[src/rtl/seg7_pkg.sv]
// Shared definitions for the seven-segment display scheduler:
// scheduler states, the blank pattern and the hex-to-segment table.
package seg7_pkg;

    typedef enum logic {
        IDLE = 1'b0,
        SHOW = 1'b1
    } state_t;

    // Active-low segments {dp,g,f,e,d,c,b,a}; all ones turns every segment off.
    localparam logic [7:0] SEG_BLANK = 8'hFF;

    // Digit 0..F, decimal point held off (bit 7 = 1).
    localparam logic [7:0] SEG_TABLE [16] = '{
        8'hC0, 8'hF9, 8'hA4, 8'hB0,
        8'h99, 8'h92, 8'h82, 8'hF8,
        8'h80, 8'h90, 8'h88, 8'h83,
        8'hC6, 8'hA1, 8'h86, 8'h8E
    };

endpackage

[src/rtl/hex_to_seg7.sv]
// Combinational hex digit to active-low seven-segment pattern.
module hex_to_seg7
    import seg7_pkg::*;
(
    input  logic [3:0] digit,
    output logic [7:0] seg
);

    assign seg = SEG_TABLE[digit];

endmodule

[src/rtl/hex_display_scheduler.sv]
// Shares HEX0..HEX3 between NUM_REQ requesters. Ownership is granted
// round-robin; an owner keeps the display for at least DWELL cycles unless
// it drops its request. All outputs are registered; HEX shows the owner's
// value as sampled on the edge that (re)selects it.
module hex_display_scheduler
    import seg7_pkg::*;
#(
    parameter int NUM_REQ = 2,
    parameter int DWELL   = 50_000_000
) (
    input  logic                   clk,
    input  logic                   reset,
    input  logic [NUM_REQ-1:0]     req,
    input  logic [16*NUM_REQ-1:0]  value,
    output logic [NUM_REQ-1:0]     grant,
    output logic [7:0]             HEX0,
    output logic [7:0]             HEX1,
    output logic [7:0]             HEX2,
    output logic [7:0]             HEX3,
    output logic [9:0]             LEDR
);

    localparam int IDX_W = (NUM_REQ > 2) ? 2 : 1;
    localparam int CNT_W = (DWELL > 1) ? $clog2(DWELL) : 1;
    localparam logic [CNT_W-1:0] CNT_MAX = CNT_W'(DWELL - 1);

    state_t             state;
    logic [IDX_W-1:0]   ptr;
    logic [CNT_W-1:0]   cnt;

    logic [NUM_REQ-1:0] others;
    logic               pick_found;
    logic [IDX_W-1:0]   pick_idx;
    logic [IDX_W-1:0]   own_idx;
    logic               held;
    logic               expired;
    logic               take_new;
    logic               keep;
    logic               nxt_active;
    logic [IDX_W-1:0]   nxt_idx;
    logic [IDX_W-1:0]   nxt_ptr;
    logic [NUM_REQ-1:0] nxt_grant;
    logic [15:0]        nxt_val;
    logic [7:0]         seg0;
    logic [7:0]         seg1;
    logic [7:0]         seg2;
    logic [7:0]         seg3;

    // Round-robin search from ptr over requesters other than the current
    // owner; in IDLE grant is zero so every requester is a candidate.
    always_comb begin
        others     = req & ~grant;
        pick_found = 1'b0;
        pick_idx   = '0;
        for (int s = 0; s < NUM_REQ; s++) begin
            if (!pick_found && others[(int'(ptr) + s) % NUM_REQ]) begin
                pick_found = 1'b1;
                pick_idx   = IDX_W'((int'(ptr) + s) % NUM_REQ);
            end
        end
        nxt_ptr = IDX_W'((int'(pick_idx) + 1) % NUM_REQ);
    end

    // Index of the current owner, plus whether it still wants the display.
    always_comb begin
        own_idx = '0;
        for (int i = 0; i < NUM_REQ; i++) begin
            if (grant[i]) begin
                own_idx = IDX_W'(i);
            end
        end
        held    = |(req & grant);
        expired = (cnt == CNT_MAX);
    end

    // Ownership decision: hand over on release or on dwell expiry with a
    // competitor pending, otherwise keep the current owner (or stay idle).
    always_comb begin
        take_new = 1'b0;
        keep     = 1'b0;
        if (state == SHOW) begin
            if (!held) begin
                take_new = pick_found;
            end else if (expired && pick_found) begin
                take_new = 1'b1;
            end else begin
                keep = 1'b1;
            end
        end else begin
            take_new = pick_found;
        end
        nxt_active = take_new | keep;
        nxt_idx    = take_new ? pick_idx : own_idx;
        nxt_grant  = nxt_active ? (NUM_REQ'(1) << nxt_idx) : '0;
    end

    // Select the value of whoever owns the display after this edge.
    always_comb begin
        nxt_val = '0;
        for (int i = 0; i < NUM_REQ; i++) begin
            if (int'(nxt_idx) == i) begin
                nxt_val = value[16*i +: 16];
            end
        end
    end

    hex_to_seg7 u_seg0 (.digit(nxt_val[3:0]),   .seg(seg0));
    hex_to_seg7 u_seg1 (.digit(nxt_val[7:4]),   .seg(seg1));
    hex_to_seg7 u_seg2 (.digit(nxt_val[11:8]),  .seg(seg2));
    hex_to_seg7 u_seg3 (.digit(nxt_val[15:12]), .seg(seg3));

    // Register state, grant, pointer, dwell counter and all display outputs.
    always_ff @(posedge clk) begin
        if (reset) begin
            state <= IDLE;
            grant <= '0;
            ptr   <= '0;
            cnt   <= '0;
            HEX0  <= SEG_BLANK;
            HEX1  <= SEG_BLANK;
            HEX2  <= SEG_BLANK;
            HEX3  <= SEG_BLANK;
            LEDR  <= '0;
        end else begin
            state <= nxt_active ? SHOW : IDLE;
            grant <= nxt_grant;
            if (take_new) begin
                ptr <= nxt_ptr;
            end
            // Counter restarts on every new owner and saturates otherwise.
            if (take_new || !nxt_active) begin
                cnt <= '0;
            end else if (cnt != CNT_MAX) begin
                cnt <= cnt + 1'b1;
            end
            HEX0 <= nxt_active ? seg0 : SEG_BLANK;
            HEX1 <= nxt_active ? seg1 : SEG_BLANK;
            HEX2 <= nxt_active ? seg2 : SEG_BLANK;
            HEX3 <= nxt_active ? seg3 : SEG_BLANK;
            LEDR <= {{(10-NUM_REQ){1'b0}}, nxt_grant};
        end
    end

endmodule
[config.mk]
export PLATFORM = sky130hd
export DESIGN_NAME = hex_display_scheduler
export DESIGN_NICKNAME = d
export VERILOG_FILES = /design/src/rtl/seg7_pkg.sv /design/src/rtl/hex_to_seg7.sv /design/src/rtl/hex_display_scheduler.sv
export SDC_FILE = /design/constraint.sdc
export NUM_CORES = 1
export LEC_CHECK = 0
export ABC_AREA = 1
export CAP_MARGIN = 30
export CELL_PAD_IN_SITES_DETAIL_PLACEMENT = 1
export CELL_PAD_IN_SITES_GLOBAL_PLACEMENT = 2
export CORE_AREA = 2 2 119 121
export CTS_CLUSTER_SIZE = 16
export DETAILED_ROUTE_END_ITERATION = 12
export DIE_AREA = 0 0 121 123
export PLACE_DENSITY_LB_ADDON = 0.1
export REMOVE_ABC_BUFFERS = 1
export SETUP_SLACK_MARGIN = 0.4
export SLEW_MARGIN = 5
export SYNTH_ARGS = -nofsm -noshare
export SYNTH_HDL_FRONTEND = slang
export SYNTH_SLANG_ARGS = --single-unit
[constraint.sdc]
create_clock -name clk -period 7.18 [get_ports clk]
set_clock_uncertainty 0.2 [all_clocks]
set_input_delay 1.077 -clock clk [delete_from_list [all_inputs] [get_ports clk]]
set_output_delay 1.077 -clock clk [all_outputs]
set_load 0.02 [all_outputs]
== Word-level counts from Yosys, hierarchy flattened ==
Memories as Yosys holds them, arrays and structs flattened. A register that Yosys moved wholly into a read port is not among the register bits.
Cells that the tools add are included.

* Output and inout bits: 44
* ROM bits: 512
* Word-level logic and storage cells: 55
* Register bits: 38
* Memories kept: 4
* Bits of input ports: 36

* $lt $le $gt $ge: 2
* Bitwise logic cells: 10
* Reductions and logical operators: 8
* Shift operators: 1
* Eq/ne operators: 2
* Multiplexer cells: 20
* Add/subtract/negate cells: 3

{| class="wikitable"
|+ Memories
! name !! depth !! width !! read ports !! clocked after memory_dff !! wr ports !! RTL line !! RTL
|-
| (no name shown) || 16 || 8 || 1 || 1 || 0 || hex_to_seg7.sv:9 || <nowiki>assign seg = SEG_TABLE[digit];</nowiki>
|-
| (no name shown) || 16 || 8 || 1 || 1 || 0 || hex_to_seg7.sv:9 ||
|-
| (no name shown) || 16 || 8 || 1 || 1 || 0 || hex_to_seg7.sv:9 ||
|-
| (no name shown) || 16 || 8 || 1 || 1 || 0 || hex_to_seg7.sv:9 ||
|}

{| class="wikitable"
|+ Operators with widths
! operator !! count
|-
| $add 26x1->26 const B || 1
|-
| $eq 26x26->1 const B || 1
|-
| $ne 26x26->1 const B || 1
|-
| $not 4->5 || 4
|-
| $mux 1 || 18
|-
| $mux 16 || 1
|-
| $reduce_or 2->1 || 3
|-
| $and 2x2->2 || 2
|-
| $lt 2x3->1 const B || 1
|-
| $add 1x1->1 const B || 2
|-
| $logic_and 1x1->1 || 2
|-
| $logic_not 1->1 || 2
|-
| $lt 1x2->1 const B || 1
|-
| $mux 2 || 1
|-
| $not 2->2 || 1
|-
| $shl 1x1->2 const A || 1
|-
| $and 1x1->1 const A || 1
|-
| $logic_or 1x1->1 || 1
|-
| $not 1->1 || 1
|-
| $or 1x1->1 || 1
|}

== Logic depth before layout (Yosys ltp) ==
* Word-level depth: 16
* Mapped depth: 19
* Depth with buffers taken out: 19

== By module ==
Synthesis repeated with hierarchy kept, for this count alone.

* Cell total of the unflattened synthesis: 586
* Area total of the unflattened synthesis: 4113.9 um^2

{| class="wikitable"
|+ Modules (own cells, without submodules)
! module !! cells each !! area an instance (um^2) !! seq. area each (um^2) !! instances
|-
| hex_display_scheduler || 382 || 2972.9 || 1241.2 || 1
|-
| hex_to_seg7 || 51 || 285.3 || 0.0 || 4
|}

== Least setup slack after synthesis ==
No wires, ideal clock.

* Path type: input -> register
* Start: input port req[0]
* End: register HEX3[3]
* Arrival time: 2644 ps
* Stages: 14
* Data required time: 6855 ps
* Path buffers: 1
* Library setup time: 125 ps
* Setup slack: 4211 ps
* Path through: nand2_1 nand2_1 nand2_1 nand2_2 nand2_4 nand2_8 buf_12 o21ai_2 inv_1 ha_1 nand2_2 nand3_1 nand2_1 nand2_1

* Longest elaborated chain between the ends: 14
* Elaborated cells between the ends (all ways): 27
* Classes of those cells: mux (17); bitwise (5); reduce/logical (5)

{| class="wikitable"
|+ Ends and longest elaborated chain
! element !! RTL line !! RTL
|-
| from (decl) || hex_display_scheduler.sv:13 || <nowiki>input logic [NUM_REQ-1:0] req,</nowiki>
|-
| $and 2x2->2 || hex_display_scheduler.sv:52 || <nowiki>others = req & ~grant;</nowiki>
|-
| $mux 1 (not written as such) (2 in series) || hex_display_scheduler.sv:56 || <nowiki>if (!pick_found && others[(int'(ptr) + s) % NUM_REQ]) begin</nowiki>
|-
| $mux 1 || hex_display_scheduler.sv:56 ||
|-
| $logic_not 1->1 || hex_display_scheduler.sv:56 ||
|-
| $logic_and 1x1->1 || hex_display_scheduler.sv:56 ||
|-
| $mux 1 || hex_display_scheduler.sv:56 ||
|-
| $logic_and 1x1->1 || hex_display_scheduler.sv:84 || <nowiki>end else if (expired && pick_found) begin</nowiki>
|-
| $mux 1 || hex_display_scheduler.sv:84 ||
|-
| $mux 1 || hex_display_scheduler.sv:82 || <nowiki>if (!held) begin</nowiki>
|-
| $mux 1 || hex_display_scheduler.sv:81 || <nowiki>if (state == SHOW) begin</nowiki>
|-
| $mux 1 or $or 1x1->1 (tied branches) || hex_display_scheduler.sv:93, hex_display_scheduler.sv:92 ||
|-
| $mux 16 or $not 1->1 (tied branches) || n/a ||
|-
| $not 4->5 (not written as such) or $reduce_or 2->1 (tied branches) || n/a ||
|-
| to (decl) || hex_display_scheduler.sv:19 || <nowiki>output logic [7:0] HEX3,</nowiki>
|}

Several ways; a longest one is shown, not always the timed one. The select of a mux whose other input is x is not followed.
A chain may end at the register's enable or synchronous reset.

== Final worst setup path ==
Ends and elaborated chain as after synthesis.

==> impl_metrics.env <==
export IMPL_post_cts_resized=0
export IMPL_area_of_placed_instances_um2=4503
export IMPL_synthToLayoutAreaGrowth_pct=27.79
export IMPL_layout_commonest_cell="sky130_fd_sc_hd__nand2_1"
export IMPL_worstRegToRegCells=18
export IMPL_route_detailed_wl_per_inst_um=13.43
export IMPL_finalWorstSetupSlack_ns=3.674
export IMPL_detail_route_vias_per_cell=4.492
export IMPL_route_antenna_remaining_nets=0
export IMPL_hpwlAfterDp_um=8108
export IMPL_timing_critical_path_fanout_max=35
export IMPL_netlist_instances=523
export IMPL_min_delay_start="cnt[22]"
export IMPL_critPathLaunchType="input pin"
export IMPL_top_level_ports=80
export IMPL_clkSinkCount=58
export IMPL_min_delay_path_depth=2
export IMPL_grt_start_max_net_pins=36
export IMPL_first_global_vias=3580
export IMPL_fp_dieArea_um2=14880
export IMPL_core_area_um2=13610
export IMPL_numPlacedInstances=757
export IMPL_worstReg2RegEnd="HEX3[3]"
export IMPL_maxCapViolations=0
export IMPL_num_antenna_cells=0
export IMPL_worst_hold_endpoint="cnt[22]"
export IMPL_setup_tns_after_final_layout_ns=0
export IMPL_finalInstanceArea_um2=4787
export IMPL_max_slew_worst_pin_slew_ns=0.7994
export IMPL_cts_setup_buffers=0
export IMPL_yosys_register_bits=58
export IMPL_slew_viols_final=0
export IMPL_timing_final_crit_share=0.4883
export IMPL_tritoncts_num_buffers=9
export IMPL_synthDistinctLibCells=44
export IMPL_grt_antenna_before_repair=0
export IMPL_die_width_um=121
export IMPL_layout_cells_non_filler=773
export IMPL_vias_post_dr=3472
export IMPL_worst_setup_path_end_kind="flop"
export IMPL_run_status="finished clean"
export IMPL_max_clock_freq_mhz=285.2
export IMPL_rr_startpoint="cnt[0]"
export IMPL_power_density_nw_per_um2=252.4
export IMPL_drtPass1Iterations=4
export IMPL_path_clk_slew_ns=0.05
export IMPL_ir_drop_v=0.0001010
export IMPL_drt_iter0_markers=66
export IMPL_max_stage_delay_ns=0.43
export IMPL_groute_usage_overall=0.1486
export IMPL_n_fill_cell=1689
export IMPL_io_buffer_count=67
export IMPL_cts_root_buffer_cell="sky130_fd_sc_hd__clkbuf_16"
export IMPL_cell_repeated_most_along_the_worst_path="sky130_fd_sc_hd__nand2_1"
export IMPL_synth_enable_flop_cells=0
export IMPL_power_total_w=0.001208
export IMPL_share_of_the_yosys_chip_area_belonging_to_registers=0.3100
export IMPL_layout_area_seq_um2=1161
export IMPL_async_flop_share=0
export IMPL_hp_class="flop to flop"
export IMPL_grt_pass1_wl_um=17400
export IMPL_multi_input_area_um2=2205
export IMPL_ys_dominant_reg_cell="sky130_fd_sc_hd__dfxtp_1"
export IMPL_routed_wirelength_um=10390
export IMPL_num_rows=43
export IMPL_cts_htree_levels=3
export IMPL_p_leak_nw=1.991
export IMPL_synth_yosys_warnings=0
export IMPL_hold_violations=0
export IMPL_detail_route_drc_violations=0
export IMPL_rsz0062_at_grt="no"
export IMPL_post_route_cells_drive_above_1_share=0.1248
export IMPL_critical_path_arrival_ns=3.52
export IMPL_rd_place_congestion=0.8116
export IMPL_regToRegSetupSlack_ns=4.25
export IMPL_critical_path_class="input pin to flop"
export IMPL_post_route_min_period_ns=3.506
export IMPL_synth_cell_area_um2=3746
export IMPL_effective_utilization_at_floorplan=0.2752
export IMPL_crit_path_cell_trace="clkdlybuf4s50_1, nand2_1, nand2_1, nand2_1, nand2_2, nand2_4, nand2_8, inv_2, nand2_1, nand2_2, inv_1, ha_1, inv_1, nand2_1, nand3_1, nand2_1, nand2_1"
export IMPL_final_net_count=647
export IMPL_die_height_um=123
export IMPL_grt_overflow_total=0
export IMPL_cts_tree="built"
export IMPL_ctsHoldBuffers=0
export IMPL_preCtsSetupSlack_ns=3.283
export IMPL_clk_insertion_delay_late_ns=0.33
export IMPL_clock_tree_buffer_depth=2
export IMPL_worst_path_max_delay_cell="sky130_fd_sc_hd__clkdlybuf4s50_1"
export IMPL_max_slew_margin_rel=0.4658
export IMPL_mostFrequentLayoutCells="sky130_fd_sc_hd__nand2_1, sky130_fd_sc_hd__clkdlybuf4s50_1, sky130_fd_sc_hd__dfxtp_1, sky130_fd_sc_hd__nand3_1, sky130_fd_sc_hd__inv_1"
export IMPL_avgSynthCellArea_um2=7.163
export IMPL_finalSetupViolations=0
export IMPL_timing_critical_path_required_ns=7.20
==> registers in the layout (all words and copies together), names as in the netlist <==
name,cells
HEX3,7
HEX2,7
ptr,1
HEX1,7
cnt,26
state,1
LEDR,2
HEX0,7
==> how the worst max path moves through the flow <==
stage,start,end,cells after the start
2_1_floorplan,req[0],HEX2[3],16
3_3_place_gp,req[0],HEX3[3],17
3_5_place_dp,req[0],HEX3[3],17
4_1_cts,req[0],HEX3[3],17
5_1_grt,req[0],HEX3[3],17
6_report,req[0],HEX3[3],17
==> power breakdown <==
group	total, W	internal, W	switching, W
Clock	0.000408	0.000260	0.000147
Sequential	0.000369	0.000357	0.0000121
Combinational	0.000432	0.000163	0.000269
==> cells by family (layout without fill, tap and decap cells) <==
family,count (synthesis),count (layout),synth area share
AND/OR/NAND/NOR,285,285,0.3674
buffers and inverters,85,145,0.1132
AO/OA/AOI/OAI,67,67,0.1236
flip-flops,58,58,0.3100
adder cells (fa/ha/maj),23,23,0.07682
XOR/XNOR,3,3,0.007015
other,2,12,0.002005
==> area by class of cell <==
type / count / share of cell area
multi-input combinational: 390 / 0.4605
sequential: 58 / 0.2426
timing repair buffer: 68 / 0.1417
clock buffer: 14 / 0.05724
inverter: 61 / 0.04888
tap: 180 / 0.04705
clock inverter: 2 / 0.002091
==> worst max-delay path, delay by kind of cell <==
family	cells	cell delay, ns
AND/OR/NAND/NOR	12	1.30
buffers and inverters	4	0.82
adder cells (fa/ha/maj)	1	0.32
==> metrics by stage <==
step           utilization  hold WS (ns)
4_1_cts             0.3517        0.2703
3_3_place_gp        0.3308        0.2602
2_1_floorplan            -        0.2395
3_5_place_dp        0.3308        0.2605
6_report            0.3517        0.2651
5_1_grt             0.3517        0.2862
==> cell usage after synthesis, types with 4 or more instances <==
cell                       instances  share of area
sky130_fd_sc_hd__nand2_4           5          0.015
sky130_fd_sc_hd__inv_2             6         0.0060
sky130_fd_sc_hd__inv_1            52          0.052
sky130_fd_sc_hd__o211ai_1          5          0.010
sky130_fd_sc_hd__dfxtp_1          58           0.31
sky130_fd_sc_hd__a21oi_1          23          0.031
sky130_fd_sc_hd__nand4_1          10          0.017
sky130_fd_sc_hd__nand2_1         131           0.13
sky130_fd_sc_hd__buf_4            15          0.030
sky130_fd_sc_hd__a211oi_1          4         0.0080
sky130_fd_sc_hd__nand2_2          22          0.037
sky130_fd_sc_hd__ha_1             23          0.077
sky130_fd_sc_hd__o21a_1            5          0.010
sky130_fd_sc_hd__nor3_1           11          0.015
sky130_fd_sc_hd__o21ai_4           6          0.026
sky130_fd_sc_hd__o21ai_0          13          0.017
sky130_fd_sc_hd__nor2_1           33          0.033
sky130_fd_sc_hd__nand3_1          55          0.073
sky130_fd_sc_hd__clkbuf_1          4         0.0040
==> routing by layer <==
| layer | vias to the layer above | share of wire | GRT usage |
|---|---|---|---|
| li1 | 1800 | - | - |
| met1 | 1599 | 0.44 | 0.1762 |
| met2 | 59 | 0.49 | 0.2570 |
| met3 | 14 | 0.044 | 0.03828 |
| met4 | 0 | 0.020 | 0.05814 |
| met5 | - | 0 | 0 |
(Power assumes the default switching activity.)
